**src/rtl/driver_74lv595_chain.sv**
```systemverilog
// driver_74lv595_chain: serialises CHANNELS frames of BITS bits into parallel
// 74LV595 daisy-chains that share one SRCLK/RCLK pair.
// Optional macro DRIVER_74LV595_OE_EN adds the OE_n output, which keeps the
// 595 outputs blanked from reset until the first complete frame is latched.
module driver_74lv595_chain #(
  parameter int CHANNELS     = 2,
  parameter int BITS         = 32,
  parameter int DIV          = 1,
  parameter int MSB_FIRST    = 1,
  parameter int AUTO_REFRESH = 0
) (
  input  logic                     clk,
  input  logic                     resetn,
  input  logic [CHANNELS*BITS-1:0] data,
  input  logic                     load_valid,
  output logic                     load_ready,
  output logic                     busy,
  output logic                     frame_done,
  output logic                     SRCLK,
  output logic                     RCLK,
  output logic [CHANNELS-1:0]      SER
`ifdef DRIVER_74LV595_OE_EN
  ,
  output logic                     OE_n
`endif
);

  localparam int CW = $clog2(DIV + 1);
  localparam int BW = $clog2(BITS + 1);

  typedef enum logic [1:0] {
    ST_IDLE  = 2'd0,
    ST_SHIFT = 2'd1,
    ST_LATCH = 2'd2
  } state_t;

  state_t                         r_state, w_state_nxt;
  logic [CW-1:0]                  r_div, w_div_nxt;
  logic                           r_half, w_half_nxt;
  logic [BW-1:0]                  r_bit, w_bit_nxt;
  logic [CHANNELS-1:0][BITS-1:0]  r_shreg, w_shreg_nxt;

  logic                           r_load_ready, w_load_ready_nxt;
  logic                           r_busy, w_busy_nxt;
  logic                           r_frame_done, w_frame_done_nxt;
  logic                           r_srclk, w_srclk_nxt;
  logic                           r_rclk, w_rclk_nxt;
  logic [CHANNELS-1:0]            r_ser, w_ser_nxt;

  logic                           w_start;
  logic                           w_half_end;

  assign w_start    = load_valid || (AUTO_REFRESH != 0);
  assign w_half_end = (r_div == CW'(DIV - 1));

  // Next-state, counter and shift logic; pin values are derived from the
  // next state so every output leaves the block straight from a flop.
  always_comb begin
    w_state_nxt      = r_state;
    w_div_nxt        = r_div;
    w_half_nxt       = r_half;
    w_bit_nxt        = r_bit;
    w_shreg_nxt      = r_shreg;
    w_frame_done_nxt = 1'b0;

    unique case (r_state)
      ST_IDLE: begin
        if (w_start) begin
          w_state_nxt = ST_SHIFT;
          w_div_nxt   = '0;
          w_half_nxt  = 1'b0;
          w_bit_nxt   = '0;
          w_shreg_nxt = data;
        end
      end
      ST_SHIFT: begin
        if (w_half_end) begin
          w_div_nxt = '0;
          if (!r_half) begin
            w_half_nxt = 1'b1;
          end else begin
            w_half_nxt = 1'b0;
            for (int unsigned c = 0; c < CHANNELS; c++) begin
              if (MSB_FIRST != 0) w_shreg_nxt[c] = r_shreg[c] << 1;
              else                w_shreg_nxt[c] = r_shreg[c] >> 1;
            end
            if (r_bit == BW'(BITS - 1)) begin
              w_state_nxt = ST_LATCH;
              w_bit_nxt   = '0;
            end else begin
              w_bit_nxt = r_bit + BW'(1);
            end
          end
        end else begin
          w_div_nxt = r_div + CW'(1);
        end
      end
      ST_LATCH: begin
        if (w_half_end) begin
          w_div_nxt = '0;
          if (!r_half) begin
            w_half_nxt = 1'b1;
          end else begin
            w_half_nxt       = 1'b0;
            w_state_nxt      = ST_IDLE;
            w_frame_done_nxt = 1'b1;
          end
        end else begin
          w_div_nxt = r_div + CW'(1);
        end
      end
      default: w_state_nxt = ST_IDLE;
    endcase

    w_load_ready_nxt = (w_state_nxt == ST_IDLE);
    w_busy_nxt       = (w_state_nxt != ST_IDLE);
    w_srclk_nxt      = (w_state_nxt == ST_SHIFT) && w_half_nxt;
    w_rclk_nxt       = (w_state_nxt == ST_LATCH) && w_half_nxt;
    for (int unsigned c = 0; c < CHANNELS; c++) begin
      w_ser_nxt[c] = (w_state_nxt == ST_SHIFT) &&
                     ((MSB_FIRST != 0) ? w_shreg_nxt[c][BITS-1] : w_shreg_nxt[c][0]);
    end
  end

  // State, counters, shift registers and registered pin drivers.
  always_ff @(posedge clk or negedge resetn) begin
    if (!resetn) begin
      r_state      <= ST_IDLE;
      r_div        <= '0;
      r_half       <= 1'b0;
      r_bit        <= '0;
      r_shreg      <= '0;
      r_load_ready <= 1'b1;
      r_busy       <= 1'b0;
      r_frame_done <= 1'b0;
      r_srclk      <= 1'b0;
      r_rclk       <= 1'b0;
      r_ser        <= '0;
    end else begin
      r_state      <= w_state_nxt;
      r_div        <= w_div_nxt;
      r_half       <= w_half_nxt;
      r_bit        <= w_bit_nxt;
      r_shreg      <= w_shreg_nxt;
      r_load_ready <= w_load_ready_nxt;
      r_busy       <= w_busy_nxt;
      r_frame_done <= w_frame_done_nxt;
      r_srclk      <= w_srclk_nxt;
      r_rclk       <= w_rclk_nxt;
      r_ser        <= w_ser_nxt;
    end
  end

  assign load_ready = r_load_ready;
  assign busy       = r_busy;
  assign frame_done = r_frame_done;
  assign SRCLK      = r_srclk;
  assign RCLK       = r_rclk;
  assign SER        = r_ser;

`ifdef DRIVER_74LV595_OE_EN
  logic r_oe_n;

  // Blank the chain outputs until a full frame has been latched after reset.
  always_ff @(posedge clk or negedge resetn) begin
    if (!resetn) begin
      r_oe_n <= 1'b1;
    end else if (w_frame_done_nxt) begin
      r_oe_n <= 1'b0;
    end
  end

  assign OE_n = r_oe_n;
`endif

endmodule

```
**config.mk**
```make
export PLATFORM = sky130hd
export DESIGN_NAME = driver_74lv595_chain
export DESIGN_NICKNAME = d
export VERILOG_FILES = /design/src/rtl/driver_74lv595_chain.sv
export SDC_FILE = /design/constraint.sdc
export NUM_CORES = 1
export LEC_CHECK = 0
export CELL_PAD_IN_SITES_DETAIL_PLACEMENT = 1
export CELL_PAD_IN_SITES_GLOBAL_PLACEMENT = 1
export CORE_MARGIN = 2
export CORE_UTILIZATION = 39
export DETAILED_ROUTE_END_ITERATION = 6
export GPL_TIMING_DRIVEN = 0
export PLACE_DENSITY = 0.88
export SYNTH_ARGS = -nofsm -noshare
export SYNTH_HDL_FRONTEND = slang
export SYNTH_SLANG_ARGS = --single-unit
```
**constraint.sdc**
```tcl
create_clock -name clk -period 1.9 [get_ports clk]
set_input_delay 0.19 -clock clk [delete_from_list [all_inputs] [get_ports clk]]
set_output_delay 0.19 -clock clk [all_outputs]
set_load 0.1 [all_outputs]
```
==> metrics.txt, run 1 <==
Max Freq 530 MHz; Synth Area in XOR/XNOR 0.488%; FF-to-FF setup slack about 13 ps; commonest non-fill, non-tap cell in the layout nor2_1; Clock Power Share 14.8%; met2 usage in global routing 36.9%; largest net degree at the start of global routing 50; setup slack at placement -228 ps; power share of the combinational group 48.6%; first-pass GRT wire length 16700 µm; initial DRC count 139; main combinational cell family by area after synthesis simple AND/OR/NAND/NOR gates; switching power about 3.7 mW; share of cells above drive strength 1 19.0%; initial antenna violation count 0; DR pass1 iterations 4; CTS clk-pin slew, worst paths around 90 ps; Slew Limit Headroom 36.4%; clock tree from TritonCTS yes; met1 global-route usage 26.3%; starting density of the core 39.6%; vias in the first global route 3417; clock skew 15.6 ps; nets 525; Routed wire per std cell 18.2 µm; HPWL after DPL between 6000 and 7000 µm; final wirelength 10300 µm; post-route ant nets 0; sequential share of the synthesized area 55.8%; dominant cells by area after synthesis dfrtp_1 (55%), a221oi_1 (15%), nor2_1 (13%); synthesized instance count 360; syn_area_per_cell ~10 µm²; crit path DAT 2120 ps; Max Root-Sink Buffers 2; Residual DRC 0; Most Crowded Layer GR met2; worst-path fanout max 5; Num CTS Buffers 9; Setup CP Type reg2reg; CP Data Required Time 2130 ps; Worst Max-Slew Pin Slew 957 ps; Post-Syn Area 3590 µm²; Synth Flop Type dfrtp_1; pwr dens 1740 nW/µm²; post-synthesis adder-cell area fraction 1.74%; number of synthesized flops with an enable pin 0; crit path capture type flip-flop; # rows 35; chip width 99.9 µm; routed via count 3185; Worst Setup Start Kind flip-flop; Internal 4.86 mW; mux share of post-synthesis cell area less than 1%; maxcap violations 0; flops & latches, synth 80; post-route design area around 5000 µm²; GR Util met3 4.25%; Diodes inserted 0; Final setup viols 0; Hold Slack 314 ps; gr ovfl total 0; Clock Sink Count 80; placed cell count 545; outcome completed; Compound-Gate Fraction of Synth Area 16.6%; placed cell area 4480 µm²; register share of total power 36.7%; CTS H-tree lvls 3; type of the worst min-delay path in2async; Worst-Skew Late Latency 350 ps; Synth top area share 55.1%; All-Layer GR Usage 21.2%; fin cells 569; area delta synth->final 37.0%; Final Critical Period 1890 ps; worst-case reg-to-reg path depth 8; switching share of power around 43%; syn_nets roughly 430; port bufs 73; die footprint 9980 µm²; setup tns final 0 ps; I/O pins 74; Slew Viols, Final 0; LEAKAGE between 2 and 2.5 nW; CTS root buf clkbuf_8; synth warn 0; post-synth top area cell dfrtp_1; fin util 54.2%; Power, Total around 8.5 mW; worst reg2reg startpoint r_state[1]$_DFF_PN0_; Final WS setup ~13 ps; Post-synth ARST share 100%; peak supply drop roughly 0.68 mV; GPL Wtd Cong 0.808; vias per cell 5.60; most frequent cells in the layout nor2_1 (116), dfrtp_1 (78), clkdlybuf4s50_1 (65); count of cell types in the netlist 36; Core ar. 9060 µm²; # fillers 998; Post-Synth Simple-Gate Area between 20% and 30%; Die Y 99.9 µm; RSZ-0062 raised after global routing true; Final period util 99.3%; Fin. Hold Viols 0; FF-to-FF End busy$_DFF_PN0_
==> cells in the mapped netlist (all sizes together), types with 2 or more instances <==
cell type,number
clkbuf,18
dfrtp,79
or4,2
nand2b,3
nand3,7
ha,5
nand2,10
nor3,6
buf,11
nor2b,3
and2,5
inv,5
nor2,124
o21ai,4
nand4,2
xor2,2
a221oi,60
a222oi,2
==> registers in the layout, summed over array words and instances, names as in the netlist, 2 cells and up <==
name     cells
SER          2
r_bit        6
r_state      2
r_shreg     64
==> worst max-delay path by stage <==
stage                               from                 endpoint  slack [ps]  cells past startpoint
floorplan           r_state[0]$_DFF_PN0_  r_shreg[24]$_DFFE_PN0P_         140                      8
global placement                  resetn     frame_done$_DFF_PN0_       -2210                      1
detailed placement  r_state[1]$_DFF_PN0_  r_shreg[12]$_DFFE_PN0P_        -230                      7
CTS                 r_state[0]$_DFF_PN0_           busy$_DFF_PN0_           6                      7
global route        r_state[1]$_DFF_PN0_           busy$_DFF_PN0_         -70                      8
finish              r_state[1]$_DFF_PN0_           busy$_DFF_PN0_          10                      8
==> logic make-up after synthesis <==
logic type               after synthesis
buffers and inverters                 34
adder cells (fa/ha/maj)                5
AO/OA/AOI/OAI                         70
flip-flops                            80
XOR/XNOR                               2
AND/OR/NAND/NOR                      168
multiplexers                           1
==> final cells by class <==
type | count | area [µm²] | share of cell area (%)
buffer | 26 | 163 | 3.31
clock buffer | 11 | 141 | 2.88
clock inverter | 5 | 56.3 | 1.15
inverter | 5 | 18.8 | 0.382
multi-input combinational | 246 | 1560 | 31.8
sequential | 80 | 2000 | 40.8
tap | 111 | 139 | 2.82
timing repair buffer | 85 | 831 | 16.9
==> power by group through the flow <==
stage               Combinational (mW)  Sequential (mW)  Clock [mW]
floorplan                         2.42             3.23           0
global placement                  3.45             3.03           0
detailed placement                3.68             3.09           0
CTS                               3.92             3.08        1.28
global route                      4.61             3.23        1.36
finish                            4.15             3.13        1.26
==> routing by layer <==
metal	up-vias	share of wire [%]
met1	1615	42
met5	-	0
met4	0	1.6
met2	79	52
met3	13	4.6
li1	1478	-
==> critical path: stages, from the launching register on <==
cell and delay (ps):
dfrtp_1 370, inv_2 80, ha_4 170, buf_6 120
or3b_1 360, a21oi_1 190, or4_4 190, inv_2 50
or2_1 240
==> what timing repair did <==
item,in CTS,in global routing
endpoints found under the setup margin,79,57
hold endpoints to repair,31,0
gates cloned,0,1
pin swaps,3,4
buffers inserted,5,4
hold buffers,1,0
gates resized for setup,37,29
Power figures use the tool's default switching activity.
==> inputs of run 2 (changes only) <==
Settings changed: REMOVE_ABC_BUFFERS from default to 1.
==> metrics.txt, run 2 (synthesis gave the netlist of run 1 again) <==
Worst path slowest cell or4_4 (was dfrtp_1); share of cells above drive strength 1 15.3% (was 19.0%); peak supply drop 0.583 mV (was 0.676 mV); initial DRC count 155 (was 139); Power, Total 8.91 mW (was 8.55 mW); chip width 99.9 µm (unchanged); largest net degree at the start of global routing 48 (was 50); All-Layer GR Usage 23.0% (was 21.2%); nets 517 (was 525); Largest Register r_shreg (unchanged); pwr dens 1790 nW/µm² (was 1740 nW/µm²); maxcap violations 0 (unchanged); commonest non-fill, non-tap cell in the layout nor2_1 (unchanged); setup tns final 0 ps (unchanged); die footprint 9980 µm² (unchanged); fin cells 561 (was 569); area delta synth->final 39.0% (was 37.0%); starting density of the core 39.6% (unchanged); first-pass GRT wire length 17700 µm (was 16700 µm); GPL Wtd Cong 0.776 (was 0.808); fin util 55.0% (was 54.2%); Top Registers r_shreg x64, r_bit x6 (unchanged); DR pass1 iterations 4 (unchanged); Residual DRC 0 (unchanged); clock skew 12.5 ps (was 15.6 ps); Max Root-Sink Buffers 2 (unchanged); initial antenna violation count 0 (unchanged); Setup CP Type reg2reg (unchanged); Worst-Skew Late Latency 360 ps (was 350 ps); Final setup viols 0 (unchanged); clock tree from TritonCTS yes (unchanged); most frequent cells in the layout nor2_1 (124), dfrtp_1 (79), clkdlybuf4s50_1 (65) (was nor2_1 (116), dfrtp_1 (78), clkdlybuf4s50_1 (65)); Worst Max-Slew Pin Slew 974 ps (was 957 ps); type of the worst min-delay path in2async (unchanged); crit path DAT 2150 ps (was 2120 ps); Die Y 99.9 µm (unchanged); Slew Limit Headroom 35.3% (was 36.4%); Max Freq 537 MHz (was 530 MHz); crit-path cells inv_2 -> ha_4 -> mux2_4 -> nand2_8 -> or4_4 -> nand3_1 (was inv_2 -> ha_4 -> buf_6 -> or3b_1 -> a21oi_1 -> or4_4 -> inv_2 -> or2_1); number of flip-flops under the largest register name 64 (unchanged); HPWL after DPL 6110 µm (was 6810 µm); # fillers 981 (was 998); crit path capture type flip-flop (unchanged); Fin. Hold Viols 0 (unchanged); post-route ant nets 0 (unchanged); Diodes inserted 0 (unchanged); vias in the first global route 3432 (was 3417); CTS root buf clkbuf_8 (unchanged); gr ovfl total 0 (unchanged); CTS H-tree lvls 3 (unchanged); placed cell count 519 (was 545); final wirelength 12000 µm (was 10300 µm); routed via count 3253 (was 3185); Final Critical Period 1860 ps (was 1890 ps); port bufs 73 (unchanged); CP max stage delay 540 ps (was 370 ps); outcome completed (unchanged); Final period util 98.1% (was 99.3%); Core ar. 9060 µm² (unchanged); Worst Setup Start Kind flip-flop (unchanged); Routed wire per std cell 21.3 µm (was 18.2 µm); CP Data Required Time 2190 ps (was 2130 ps); LEAKAGE 2.16 nW (was 2.15 nW); I/O pins 74 (unchanged); vias per cell 5.80 (was 5.60); worst-case reg-to-reg path depth 6 (was 8); Clock Sink Count 80 (unchanged); Slew Viols, Final 0 (unchanged); worst-path fanout max 18 (was 5); # rows 35 (unchanged); Num CTS Buffers 9 (unchanged); CTS clk-pin slew, worst paths 90 ps (about the same)
[run 2: changes by cell type in the layout (fill, tap and decap cells not counted), sizes merged]
| cell | previous run | this run |
|---|---|---|
| bufbuf | 0 | 2 |
| nand2 | 10 | 13 |
| clkinvlp | 1 | 2 |
| and2 | 5 | 7 |
| clkdlybuf4s15 | 1 | 0 |
| clkbuf | 26 | 12 |
| clkinv | 3 | 2 |
[run 2: layout make-up]
cell class / instances / area (µm²) / share of cell area, %
Clock buffer: 11 / 151 / 3.04
Multi-Input combinational cell: 251 / 1570 / 31.4
Tap cell: 111 / 139 / 2.78
Clock inverter: 5 / 55.1 / 1.10
Sequential cell: 80 / 2000 / 40.2
Inverter: 5 / 18.8 / 0.376
Timing Repair Buffer: 98 / 1050 / 21.1
[run 2: metal layers]
metal / global-route usage, % / vias up / share of wire (%)
met5: 0 / - / 0
met4: 7.48 / 0 / 2.0
met3: 4.25 / 19 / 4.2
met2: 40.2 / 94 / 51
met1: 28.9 / 1674 / 42
li1: - / 1466 / -
[run 2: power by group]
| part | leakage, nW | switching (mW) | internal [mW] |
|---|---|---|---|
| logic | 1.09 | 2.69 | 1.80 |
| registers | 0.967 | 0.531 | 2.56 |
| clock network | 0.101 | 0.652 | 0.675 |
[run 2: path summary, 6_finish.rpt]
| kind | slack (ps) | from | end |
|---|---|---|---|
| max | 40 | r_state[1]$_DFF_PN0_ | r_bit[5]$_DFFE_PN0P_ |
| min | 340 | resetn | r_bit[3]$_DFFE_PN0P_ |
| max reg2reg | 40 | r_state[1]$_DFF_PN0_ | r_bit[5]$_DFFE_PN0P_ |
| min reg2reg | 490 | r_shreg[32]$_DFFE_PN0P_ | r_shreg[32]$_DFFE_PN0P_ |
| max in group asynchronous | 930 | resetn | load_ready$_DFF_PN1_ |
| min in group clk | 380 | data[0] | r_shreg[0]$_DFFE_PN0P_ |
[run 2: worst max-delay path: cells and delay by family, from the launching register on]
family / cells / cell delay, ps
fa+ha+maj: 1 / 220
simple gates: 3 / 770
mux: 1 / 270
buf+inv: 1 / 120
flops: 1 / 410
[run 2: timing repair]
item                       4_1_cts  5_1_grt
gates cloned                     5        2
hold buffers                     1        0
setup buffers                    8       10
gates resized for setup         25        8
pin swaps                        5        6
hold endpoints to repair        35        0
setup endpoints to repair       82       26
[run 2: stage by stage]
step	instance area, µm²	setup WS, ps	hold WS (ps)
CTS	4830	-41.3	361
global route	4990	-22.3	373
finish	4990	36.2	344
detailed placement	4400	-889	187
floorplan	3440	-884	-106
global placement	4310	-2200	452
==> inputs of run 3 (changes only) <==
Settings changed: CORE_MARGIN 2 to 5.
==> metrics.txt, run 3 (synthesis gave the netlist of run 1 again) <==
largest net degree at the start of global routing 50 (was 48); crit path capture type flip-flop (unchanged); peak supply drop 0.696 mV (was 0.583 mV); Core ar. 9110 µm² (was 9060 µm²); crit path DAT 2090 ps (was 2150 ps); fin util 53.5% (was 55.0%); CP Data Required Time 2110 ps (was 2190 ps); Final Critical Period 1880 ps (was 1860 ps); CTS H-tree lvls 3 (unchanged); vias per cell 5.73 (was 5.80); Worst Max-Slew Pin Slew 970 ps (was 974 ps); type of the worst min-delay path in2async (unchanged); Final period util 98.8% (was 98.1%); share of cells above drive strength 1 13.9% (was 15.3%); chip width 106 µm (was 99.9 µm); pwr dens 1760 nW/µm² (was 1790 nW/µm²); die footprint 11200 µm² (was 9980 µm²); clock tree from TritonCTS yes (unchanged); GPL Wtd Cong 0.728 (was 0.776); first-pass GRT wire length 18400 µm (was 17700 µm); starting density of the core 39.4% (was 39.6%); Max Root-Sink Buffers 2 (unchanged); Slew Limit Headroom 35.6% (was 35.3%); gr ovfl total 0 (unchanged); final wirelength 11400 µm (was 12000 µm); Worst Setup Start Kind flip-flop (unchanged); Largest Register r_shreg (unchanged); Worst-Skew Late Latency 350 ps (was 360 ps); setup tns final 0 ps (unchanged); # fillers 1011 (was 981); placed cell count 519 (unchanged); Num CTS Buffers 9 (unchanged); vias in the first global route 3607 (was 3432); Diodes inserted 0 (unchanged); fin cells 557 (was 561); # rows 35 (unchanged); routed via count 3189 (was 3253); DR pass1 iterations 4 (unchanged); HPWL after DPL 6420 µm (was 6110 µm); clock skew 9.00 ps (was 12.5 ps); maxcap violations 0 (unchanged); most frequent cells in the layout nor2_1 (124), dfrtp_1 (78), clkdlybuf4s50_1 (65) (was nor2_1 (124), dfrtp_1 (79), clkdlybuf4s50_1 (65)); CTS root buf clkbuf_8 (unchanged); nets 513 (was 517); Clock Sink Count 80 (unchanged); Setup CP Type reg2reg (unchanged); port bufs 73 (unchanged); CTS clk-pin slew, worst paths 90 ps (about the same); Residual DRC 0 (unchanged); number of flip-flops under the largest register name 64 (unchanged); initial antenna violation count 0 (unchanged); Slew Viols, Final 0 (unchanged); Routed wire per std cell 20.5 µm (was 21.3 µm); initial DRC count 130 (was 155); Max Freq 533 MHz (was 537 MHz); outcome completed (unchanged); area delta synth->final 35.7% (was 39.0%); I/O pins 74 (unchanged); Top Registers r_shreg x64, r_bit x6 (unchanged); All-Layer GR Usage 20.7% (was 23.0%); post-route ant nets 0 (unchanged); Die Y 106 µm (was 99.9 µm); Fin. Hold Viols 0 (unchanged); LEAKAGE 2.09 nW (was 2.16 nW); Final setup viols 0 (unchanged); worst-path fanout max 39 (was 18); Power, Total 8.55 mW (was 8.91 mW); commonest non-fill, non-tap cell in the layout nor2_1 (unchanged)
run 3: cell types whose count changed in the layout (fill, tap and decap cells not counted), sizes merged:
cell | before | now
clkinv | 2 | 3
buf | 23 | 21
nand2 | 13 | 12
bufbuf | 2 | 1
clkbuf | 12 | 11
run 3: metrics by stage:
| stage | worst slack [ps] | cell area, µm² | hold slack [ps] |
|---|---|---|---|
| after floorplan | -884 | 3440 | -106 |
| after global placement | -2230 | 4310 | 455 |
| after detailed placement | -1020 | 4400 | 170 |
| after CTS | 12.0 | 4770 | 339 |
| after global routing | -37.1 | 4870 | 358 |
| final | 22.9 | 4870 | 326 |
run 3: metal layers:
| layer | vias to the layer above | track usage, % | routed length (µm) |
|---|---|---|---|
| met1 | 1634 | 25.1 | 4730 |
| met2 | 90 | 36.6 | 6130 |
| met5 | - | 0 | 0 |
| li1 | 1457 | - | - |
| met3 | 8 | 3.83 | 495 |
| met4 | 0 | 7.86 | 72 |
run 3: cell type report:
class                      instances  area (µm²)  share of cell area (%)
clock buffer                      10         128                    2.62
clock inverter                     6        60.1                    1.23
inverter                           5        18.8                   0.385
multi-input combinational        250        1540                    31.6
sequential                        80        2000                    41.2
tap                              111         139                    2.85
timing repair buffer              95         982                    20.2
run 3: timing repair:
item | in CTS | in global routing
pin swaps | 5 | 9
buffers inserted | 8 | 8
cloned | 5 | 0
endpoints found under the setup margin | 83 | 41
resized for setup | 22 | 8
endpoints found under the hold margin | 31 | 0
hold buffers | 1 | 0
run 3: critical path: stages, from the launching register on:
cell and delay [ps]:
dfrtp_2 410, buf_4 160, ha_4 190, mux2_4 370
and2_4 180, buf_12 160, nor2_1 150, nor2_1 90
run 3: final timing paths:
path / slack [ps] / from / cells after the start / end
worst max register to register: 20 / r_state[0]$_DFF_PN0_ / 7 / r_shreg[27]$_DFFE_PN0P_
worst min register to register: 480 / r_shreg[0]$_DFFE_PN0P_ / 2 / r_shreg[0]$_DFFE_PN0P_
max in group asynchronous: 930 / resetn / 3 / load_ready$_DFF_PN1_
worst min-delay path: 330 / resetn / 2 / frame_done$_DFF_PN0_
min in group clk: 380 / data[0] / 3 / r_shreg[0]$_DFFE_PN0P_
worst max-delay path: 20 / r_state[0]$_DFF_PN0_ / 7 / r_shreg[27]$_DFFE_PN0P_
run 3: report_power, final:
group	internal (mW)	switching, mW
Clock	0.601	0.630
Combinational	1.66	2.58
Sequential	2.57	0.510
